--- src/rtl/sum_accumulator.sv ---
// rtl/sum_accumulator.sv - burst accumulator of 9-bit adder sums with in/out handshakes
// Sums NUM_SAMPLES operands {cy_in,sum_in} into acc_out with a sticky overflow flag.
module sum_accumulator #(
  parameter int ACC_W       = 16,
  parameter int NUM_SAMPLES = 4,
  localparam int CNT_W      = $clog2(NUM_SAMPLES + 1)
) (
  input  logic             clk,
  input  logic             rst_n,
  input  logic             start,
  input  logic [7:0]       sum_in,
  input  logic             cy_in,
  input  logic             in_valid,
  output logic             in_ready,
  output logic [ACC_W-1:0] acc_out,
  output logic             overflow,
  output logic [CNT_W-1:0] count,
  output logic             out_valid,
  input  logic             out_ready
);

  typedef enum logic [1:0] {
    IDLE  = 2'd0,
    ACCUM = 2'd1,
    DONE  = 2'd2
  } state_t;

  localparam logic [CNT_W-1:0] LAST_IDX = CNT_W'(NUM_SAMPLES - 1);

  state_t           state;
  logic             take;
  logic [ACC_W:0]   acc_sum;

  // in_ready is registered and high only in ACCUM, so take implies ACCUM
  assign take    = in_valid & in_ready;
  assign acc_sum = {1'b0, acc_out} + {{(ACC_W - 8){1'b0}}, cy_in, sum_in};

  always_ff @(posedge clk or negedge rst_n) begin
    if (!rst_n) begin
      state     <= IDLE;
      acc_out   <= '0;
      overflow  <= 1'b0;
      count     <= '0;
      in_ready  <= 1'b0;
      out_valid <= 1'b0;
    end else begin
      case (state)
        IDLE: begin
          if (start) begin
            acc_out  <= '0;
            overflow <= 1'b0;
            count    <= '0;
            in_ready <= 1'b1;
            state    <= ACCUM;
          end
        end
        ACCUM: begin
          if (take) begin
            acc_out  <= acc_sum[ACC_W-1:0];
            overflow <= overflow | acc_sum[ACC_W];
            count    <= count + CNT_W'(1);
            if (count == LAST_IDX) begin
              in_ready  <= 1'b0;
              out_valid <= 1'b1;
              state     <= DONE;
            end
          end
        end
        DONE: begin
          if (out_ready) begin
            out_valid <= 1'b0;
            state     <= IDLE;
          end
        end
        default: begin
          in_ready  <= 1'b0;
          out_valid <= 1'b0;
          state     <= IDLE;
        end
      endcase
    end
  end

endmodule
--- config.mk ---
export PLATFORM = sky130hd
export DESIGN_NAME = sum_accumulator
export DESIGN_NICKNAME = d
export VERILOG_FILES = /design/src/rtl/sum_accumulator.sv
export SDC_FILE = /design/constraint.sdc
export NUM_CORES = 1
export LEC_CHECK = 0
export CAP_MARGIN = 40
export CORE_MARGIN = 2
export CORE_UTILIZATION = 44
export DETAILED_ROUTE_END_ITERATION = 10
export PLACE_DENSITY_LB_ADDON = 0.08
export SYNTH_ARGS = -nofsm -noshare
export SYNTH_HDL_FRONTEND = slang
export SYNTH_SLANG_ARGS = --single-unit
--- constraint.sdc ---
create_clock -name clk -period 2.1 [get_ports clk]
set_input_delay 0.42 -clock clk [delete_from_list [all_inputs] [get_ports clk]]
set_output_delay 0.42 -clock clk [all_outputs]
set_load 0.1 [all_outputs]
==> results of run 1 <==
## power groups by stage
stage               Clock [mW]  Sequential (mW)  Combinational (mW)
floorplan                    0             1.80               0.876
global placement             0            0.830                2.49
detailed placement           0            0.849                2.52
CTS                      0.351            0.838                2.53
global route             0.373            0.872                2.75
finish                   0.347            0.840                2.58
## cells by family after synthesis
| family | Yosys count |
|---|---|
| mux | 1 |
| flops | 24 |
| simple gates | 50 |
| xor+xnor | 5 |
| compound gates | 53 |
| buf+inv | 9 |
| fa+ha+maj | 12 |
## flip-flops by register name, summed over array words and instances, names as in the netlist
signal and count:
count 3, out_valid 1, state 2, overflow 1, in_ready 1, acc_out 16
## final cells by class
class                   instances  area [sq um]
clock inverters                 1         30.03
inverters                       5         18.77
fillers                       302          1079
repair buffers                 62         503.0
well taps                      46         57.56
multi-input cells             121         973.4
clock buffers                   3         22.52
flip-flops and latches         24         626.9
## timing repair
item                                   CTS  global route
gates resized for setup                  0             9
hold buffers                             0             0
buffers inserted                         0             1
setup endpoints to repair                0             5
endpoints found under the hold margin    0             0
## final timing paths
path | startpoint | end | slack (ns) | depth (start not counted)
max | sum_in[3] | acc_out[15]$_DFFE_PN0P_ | 0.05 | 7
max reg2reg | acc_out[1]$_DFFE_PN0P_ | acc_out[15]$_DFFE_PN0P_ | 0.07 | 7
min | rst_n | count[0]$_DFFE_PN0P_ | 0.43 | 2
max in group asynchronous | rst_n | acc_out[2]$_DFFE_PN0P_ | 1.38 | 2
min in group clk | sum_in[0] | acc_out[0]$_DFFE_PN0P_ | 0.49 | 3
min reg2reg | count[2]$_DFFE_PN0P_ | count[2]$_DFFE_PN0P_ | 0.52 | 2
## metal layers
metal / up-vias / routed length (microns) / part of all wire [%] / GRT usage (%)
li1: 692 / - / - / -
met1: 676 / 1618 / 43 / 24.80
met2: 32 / 1977 / 52 / 37.50
met3: 6 / 148 / 3.9 / 3.261
met4: 0 / 49 / 1.3 / 7.222
met5: - / 0 / 0 / 0
## per-stage QoR
stage	hold WS (ns)	setup TNS, ns	setup WS, ns	std cells
after global routing	0.4549	-0.001442	-0.001442	262
after CTS	0.4362	0	0.01629	261
final	0.4284	0	0.04942	262
after global placement	0.4809	-2.207	-0.2847	257
after detailed placement	0.4967	-2.633	-0.3322	257
after floorplan	0.1244	-0.001741	-0.001741	154
## cell usage in the layout (no fill, tap or decap), types with 6 or more instances in the layout
cell type,count
a21oi_1,9
buf_4,49
clkdlybuf4s50_1,11
dfrtp_1,13
dfrtp_2,6
ha_1,6
nand2_1,17
nor2_1,7
o21ai_0,17
==> impl_metrics.toml, run 1 <==
[run_status]
status = "completed"

[min_path]
hold_path.class = "in -> async"

[global_route]
grt_pass1_wl_mm = 6.513
grt_max_degree = 25
grt_overflow = 0
grt_pass1_vias = 1487
antenna_found_initial = 0
track_usage_pct = 20.67

[run]
maxCapViolations = 0

[floorplan]
fp.dieH_microns = 62.37
rows = 21
ios = 36
coreArea_sq_um = 3311
die_width_microns = 62.37
die_area_sq_um = 3889
initial_core_util_pct = 45.28

[timing]
slew_violations = 0
finalClockSkew_ns = 0.01519
hold_viol = 0
tightest_slew_ns = 0.3308
setup_violations = 0
finalCritPeriodShare_pct = 97.65
fmax_ghz = 0.4877
fin_crit_ns = 2.051
relSlewSlack_pct = 77.85

[detailed_routing]
drt-total-wl_mm = 3.793
vias = 1406
drt_iter0_drc = 53
routed_via_density = 5.366
post_drt_wl_per_cell_microns = 14.48
drc_errors = 0
dr.pass1.iters = 4
ant_nets = 0

[logic_synthesis]
synthArstFlopShare_pct = 100.0
netlist_area_sq_um = 1499
seq_area_frac_synth_pct = 40.07
synth-compound-area-share_pct = 24.87
ys_seq_elements = 24
synth_fp_nets = 180
yosysWarnings = 0
yosysUniqueCellTypes = 41
synth_commonest_cells = "24 x dfrtp_1, 17 x nand2_1, 17 x o21ai_0"
synthXorXnorAreaFrac_pct = 2.922
yosys.area.top_type_share_pct = 40.07
synth_edf_count = 0
yosys.area_share.simple_pct = 18.20
syn-mean-instance-area_sq_um = 9.733
muxShareOfSynthArea_pct = 0.6678
synthAdderAreaFrac_pct = 10.52
synth_top_area_cell = "dfrtp_1"
synthMostInstantiatedCell = "dfrtp_1"
synth_top_family_by_area = "compound AO/OA/AOI/OAI gates"
synthCells = 154
synth_top_flop_cell = "dfrtp_1"
yosys-top-cells-area = "dfrtp_1 40%, ha_1 9.2%, o21ai_0 5.7%"

[layout]
area_growth_pct = 48.91
drive_gt1_share_pct = 38.89
fin_util_pct = 67.42
fin_nets = 243
diodes = 0
fin_area_sq_um = 2232

[power_and_ir_drop]
p_sw_share_pct = 55.18
pwr-share-seq_pct = 22.3
combPwrFrac_pct = 68.5
p_sw_mw = 2.076
p_total_mw = 3.762
p_per_area_nw_per_um2 = 1686
p_int_mw = 1.686
p_leak_nw = 1.015
ir_worst_vdd_mv = 0.7844
clockPowerShare_pct = 9.2

[critical_path]
cp_num_buf_inv = 1
crit_family = "compound AO/OA/AOI/OAI gates"
crit_path_max_fanout = 8
start_kind = "input port"
required_ns = 2.38
slowest_delay_ns = 0.45
slowest_stage = "or4_4"
crit_arrival_ns = 2.33
crit_type = "in -> reg"
path_cells = "clkdlybuf4s50_1, ha_4, o211ai_1, o211ai_4, a41oi_4, or4_4, a21oi_2"
endpoint_kind = "flip-flop"

[clock_network]
clkSinkCount = 24
htree_levels = 1
clk_latency_ns = 0.33
root_buffer = "clkbuf_4"
path_clk_slew_ns = 0.15
clockBufferDepth = 2
cts_tree = "done"
cts-buffers-inserted = 3

[placed_design]
gp_congestion = 0.8715
place_area_sq_um = 2122
port_buffers = 35
place_hpwl_mm = 2.837
Note: power is estimated with default switching activity, not from simulation.
==> run 2, diff against run 1 <==
CAP_MARGIN = 5   (was 40)
CORE_UTILIZATION = 45   (was 44)
DONT_BUFFER_PORTS = 1   (was default)
PLACE_DENSITY_LB_ADDON = 0.12   (was 0.08)
==> run 2 against run 1 <==
  * Die area fell by 2.1%
  * Setup slack improved by 0.028 ns
  * Largest cell class unchanged
  * Utilization fell by 4.7 points
  * Register-to-register slack about the same
  * Global-route usage is 1.1 points lower
  * Count of clock-buffer cells in the layout unchanged
  * Flip-flop and latch count stayed put
  * Critical endpoint unchanged
  * Wire length fell by 12%
  * Worst hold slack worse by 0.16 ns
  * Non-clock buffer count fell by 32
  * Critical path depth fell by 1
  * Fmax increased by 1.4%
==> impl_metrics.toml, run 2 (same netlist as run 1, synthesis figures left out) <==
[layout]
fin_util_pct = 62.74
final_common_cell = "buf_4"
diodes = 0
largest_reg_flops = 16
fin_nets = 211
top_regs = "acc_out (16), count (3), state (2)"
area_growth_pct = 29.88
layout_common_cells = "28 x buf_4, 17 x nand2_1, 17 x o21ai_0"
drive_gt1_share_pct = 33.15
top_register = "acc_out"

[detailed_routing]
post_drt_wl_per_cell_microns = 14.71
ant_nets = 0
drt-total-wl_mm = 3.354
drt_iter0_drc = 55
routed_via_density = 5.513
vias = 1257
drc_errors = 0
dr.pass1.iters = 4

[critical_path]
crit_path_max_fanout = 8
crit_type = "reg -> reg"
cp_num_buf_inv = 0
r2r_slack_ns = 0.08
path_cells = "ha_4, o211ai_1, o211ai_2, a41oi_4, or4_1, a21oi_1"
r2r-end = "acc_out[15]$_DFFE_PN0P_"
reg2reg_depth = 6
crit_cells = 6
endpoint_kind = "flip-flop"
slowest_delay_ns = 0.51
slowest_stage = "dfrtp_4"
reg2reg_from = "acc_out[2]$_DFFE_PN0P_"
crit_arrival_ns = 2.28
start_kind = "flip-flop"
crit_family = "compound AO/OA/AOI/OAI gates"
required_ns = 2.36

[clock_network]
clk_latency_ns = 0.32
cts-buffers-inserted = 3
cts_tree = "done"
root_buffer = "clkbuf_4"
htree_levels = 1
path_clk_slew_ns = 0.14
clkSinkCount = 24
clockBufferDepth = 2

[global_route]
grt_max_degree = 25
grt_overflow = 0
track_usage_pct = 19.57
grt_pass1_vias = 1236
antenna_found_initial = 0
grt_pass1_wl_mm = 5.506

[timing]
tightest_slew_ns = 0.5029
relSlewSlack_pct = 66.48
slew_violations = 0
finalClockSkew_ns = 0.001491
fmax_ghz = 0.4944
fin_crit_ns = 2.023
setup_violations = 0
finalCritPeriodShare_pct = 96.32
hold_viol = 0

[min_path]
min_to = "out_valid$_DFFE_PN0P_"
hold_path.class = "in -> reg"
hold_start = "out_ready"
min_path_cells = 3

[floorplan]
die_area_sq_um = 3809
initial_core_util_pct = 48.31
rows = 20
die_width_microns = 61.72
fp.dieH_microns = 61.72
coreArea_sq_um = 3103
ios = 36

[placed_design]
place_hpwl_mm = 2.590
gp_congestion = 0.8665
port_buffers = 0

[run_status]
status = "completed"

[run]
maxCapViolations = 0
-- run 2: cell types whose count changed in the layout (fill, tap and decap cells not counted), moves of 2 or more --
cell | before | now
clkdlybuf4s50_1 | 11 | 0
a21oi_2 | 2 | 0
buf_4 | 49 | 28
a21oi_1 | 9 | 11
dlymetal6s2s_1 | 2 | 0
-- run 2: worst max-delay path by stage --
stage	start	end	slack (ns)
floorplan	acc_out[0]$_DFFE_PN0P_	acc_out[14]$_DFFE_PN0P_	-0.002
global placement	acc_out[1]$_DFFE_PN0P_	acc_out[13]$_DFFE_PN0P_	0.11
detailed placement	acc_out[1]$_DFFE_PN0P_	acc_out[15]$_DFFE_PN0P_	0.05
CTS	acc_out[1]$_DFFE_PN0P_	acc_out[13]$_DFFE_PN0P_	0.006
global route	acc_out[2]$_DFFE_PN0P_	acc_out[15]$_DFFE_PN0P_	-0.0002
finish	acc_out[2]$_DFFE_PN0P_	acc_out[15]$_DFFE_PN0P_	0.08
-- run 2: worst reg2reg max path, delay by kind of cell, from the launching register on --
| family | cells | cell delay, ns |
|---|---|---|
| AND/OR/NAND/NOR | 1 | 0.44 |
| flip-flops | 1 | 0.51 |
| AO/OA/AOI/OAI | 4 | 0.71 |
| adder cells (fa/ha/maj) | 1 | 0.30 |
-- run 2: area by class of cell --
cell class	instances	area, sq um
Clock inverter	1	30.03
Clock buffer	3	22.52
Tap cell	44	55.05
Sequential cell	24	626.9
Multi-Input combinational cell	121	953.4
Timing Repair Buffer	30	240.2
Inverter	5	18.77
Fill cell	274	1156
-- run 2: repair_timing --
item | CTS | global route
gates resized for setup | 0 | 3
setup endpoints to repair | 0 | 4
endpoints found under the hold margin | 24 | 0
setup buffers | 0 | 2
hold buffers | 2 | 0
-- run 2: stage by stage --
stage	hold slack (ns)	TNS [ns]	std cells	worst slack [ns]	cell area (sq um)
2_1_floorplan	0.1244	-0.001741	154	-0.001741	1597
3_3_place_gp	0.1251	0	220	0.1125	1824
3_5_place_dp	0.1251	0	220	0.04662	1824
4_1_cts	0.2574	0	226	0.006041	1907
5_1_grt	0.2531	-0.0001705	228	-0.0001705	1947
6_report	0.2653	0	228	0.07726	1947
-- run 2: layer usage --
layer,part of all wire [%],global-route usage [%],up-vias
met5,0,0,-
met4,1.7,7.903,0
li1,-,-,632
met1,45,25.10,588
met3,5.2,3.727,7
met2,48,32.63,30
Power of run 2 is left out: the tool's default activity adds up to more than one toggle a clock period on the data nets, which glitch-free logic cannot reach.
==> run 3, diff against run 2 <==
CORE_MARGIN = 10   (was 2)
SKIP_CTS_REPAIR_TIMING = 1   (was default)
clock period = 2.3 ns   (was 2.1 ns; I/O delays follow)
==> run 3 against run 2 <==
  * Via count grew 0.80%
  * Global-route usage shrank 7.6 points
  * Largest cell class unchanged
  * Setup slack gained 0.053 ns
  * Clock skew grew 0.0061 ns
  * Count of clock-buffer cells in the layout is the same
==> impl_metrics.toml, run 3 (same netlist as run 1, synthesis figures left out) <==
[floorplan]
ios = 36
die_width_microns = 77.72
die_area_sq_um = 6040
rows = 20
fp.dieH_microns = 77.72
coreArea_sq_um = 3128
initial_core_util_pct = 47.92

[clock_network]
htree_levels = 1
cts_tree = "done"
cts-buffers-inserted = 3
path_clk_slew_ns = 0.15
clkSinkCount = 24
clockBufferDepth = 2
clk_latency_ns = 0.32
root_buffer = "clkbuf_4"

[run]
maxCapViolations = 0

[detailed_routing]
routed_via_density = 5.656
drc_errors = 0
wl_met1_mm = 1.553
routed-wl-met2_mm = 1.833
wl_met3_microns = 262
dr.pass1.iters = 4
ant_nets = 0
drt-total-wl_mm = 3.670
routed.top_layer = "met4"
vias = 1267
drt_iter0_drc = 47
post_drt_wl_per_cell_microns = 16.38

[timing]
slew_violations = 0
setup_violations = 0
fin_crit_ns = 2.169
finalCritPeriodShare_pct = 94.32
fmax_ghz = 0.4610
tightest_slew_ns = 0.8273
finalClockSkew_ns = 0.007583
relSlewSlack_pct = 44.64
hold_viol = 0

[layout]
final_cells = 224
drive_gt1_share_pct = 25.00
top_register = "acc_out"
multiInputGateArea_sq_um = 860.8
seqCellArea_sq_um = 611.8
fillers = 300
largest_reg_flops = 16
layout_common_cells = "24 x buf_4, 17 x nand2_1, 17 x o21ai_0, 17 x dfrtp_1"
fin_nets = 207
diodes = 0
area_growth_pct = 20.70
final_common_cell = "buf_4"
top_regs = "acc_out (16), count (3), state (2)"

[global_route]
track_usage_pct = 11.94
antenna_found_initial = 0
grt_pass1_vias = 1254
grt_overflow = 0
grt_max_degree = 25
grt_pass1_wl_mm = 5.996

[placed_design]
dp_cells = 217
place_hpwl_mm = 2.877
gp_congestion = 0.8275
port_buffers = 0

[critical_path]
start_kind = "flip-flop"
crit_path_max_fanout = 7
reg2reg_from = "acc_out[0]$_DFFE_PN0P_"
r2r-end = "acc_out[14]$_DFFE_PN0P_"
reg2reg_depth = 8
path_cells = "ha_1, inv_1, fa_1, nand2b_1, a21oi_2, a21boi_2, or4_1, nand2_1"
slowest_delay_ns = 0.47
required_ns = 2.58
crit_arrival_ns = 2.45
endpoint_kind = "flip-flop"
crit_type = "reg -> reg"
slowest_stage = "or4_1"
r2r_slack_ns = 0.13

[min_path]
min_path_cells = 3
hold_start = "out_ready"
hold_path.class = "in -> reg"
min_to = "out_valid$_DFFE_PN0P_"

[run_status]
status = "completed"
[run 3: metrics by stage]
step	TNS, ns	worst slack (ns)	cell area (sq um)	utilization [%]	hold slack [ns]
floorplan	-0.01825	-0.01825	1514	-	0.1644
global placement	0	0.1270	1719	54.96	0.1653
detailed placement	0	0.06503	1719	54.96	0.1653
CTS	0	0.1077	1772	56.64	-0.2074
global route	-0.003571	-0.003571	1809	57.84	0.2999
finish	0	0.1306	1809	57.84	0.2891
[run 3: critical path, delay by kind of cell, from the launching register on]
| kind | cells | cell delay [ns] |
|---|---|---|
| AND/OR/NAND/NOR | 3 | 0.74 |
| adder cells (fa/ha/maj) | 2 | 0.57 |
| flip-flops | 1 | 0.43 |
| AO/OA/AOI/OAI | 2 | 0.30 |
| buffers and inverters | 1 | 0.07 |
[run 3: layer usage]
layer | vias to the layer above | global-route usage (%)
met3 | 2 | 4.147
met4 | 0 | 3.467
met1 | 614 | 14.38
met2 | 24 | 19.57
li1 | 627 | -
met5 | - | 0
[run 3: cell type report]
cell class | instances | share of cell area (%)
multi-input combinational | 121 | 47.58
sequential | 24 | 33.82
timing repair buffer | 26 | 11.62
tap | 44 | 3.043
clock inverter | 1 | 1.660
clock buffer | 3 | 1.245
inverter | 5 | 1.037
[run 3: worst max-delay path by stage]
stage | from | end | slack [ns] | cells past startpoint
global route | acc_out[0]$_DFFE_PN0P_ | acc_out[14]$_DFFE_PN0P_ | -0.004 | 8
finish | acc_out[0]$_DFFE_PN0P_ | acc_out[14]$_DFFE_PN0P_ | 0.13 | 8
floorplan | acc_out[0]$_DFFE_PN0P_ | acc_out[14]$_DFFE_PN0P_ | -0.02 | 8
CTS | acc_out[0]$_DFFE_PN0P_ | acc_out[14]$_DFFE_PN0P_ | 0.11 | 8
global placement | sum_in[0] | acc_out[14]$_DFFE_PN0P_ | 0.13 | 8
detailed placement | sum_in[0] | acc_out[12]$_DFFE_PN0P_ | 0.07 | 8
Power of run 3 is left out for the same reason.
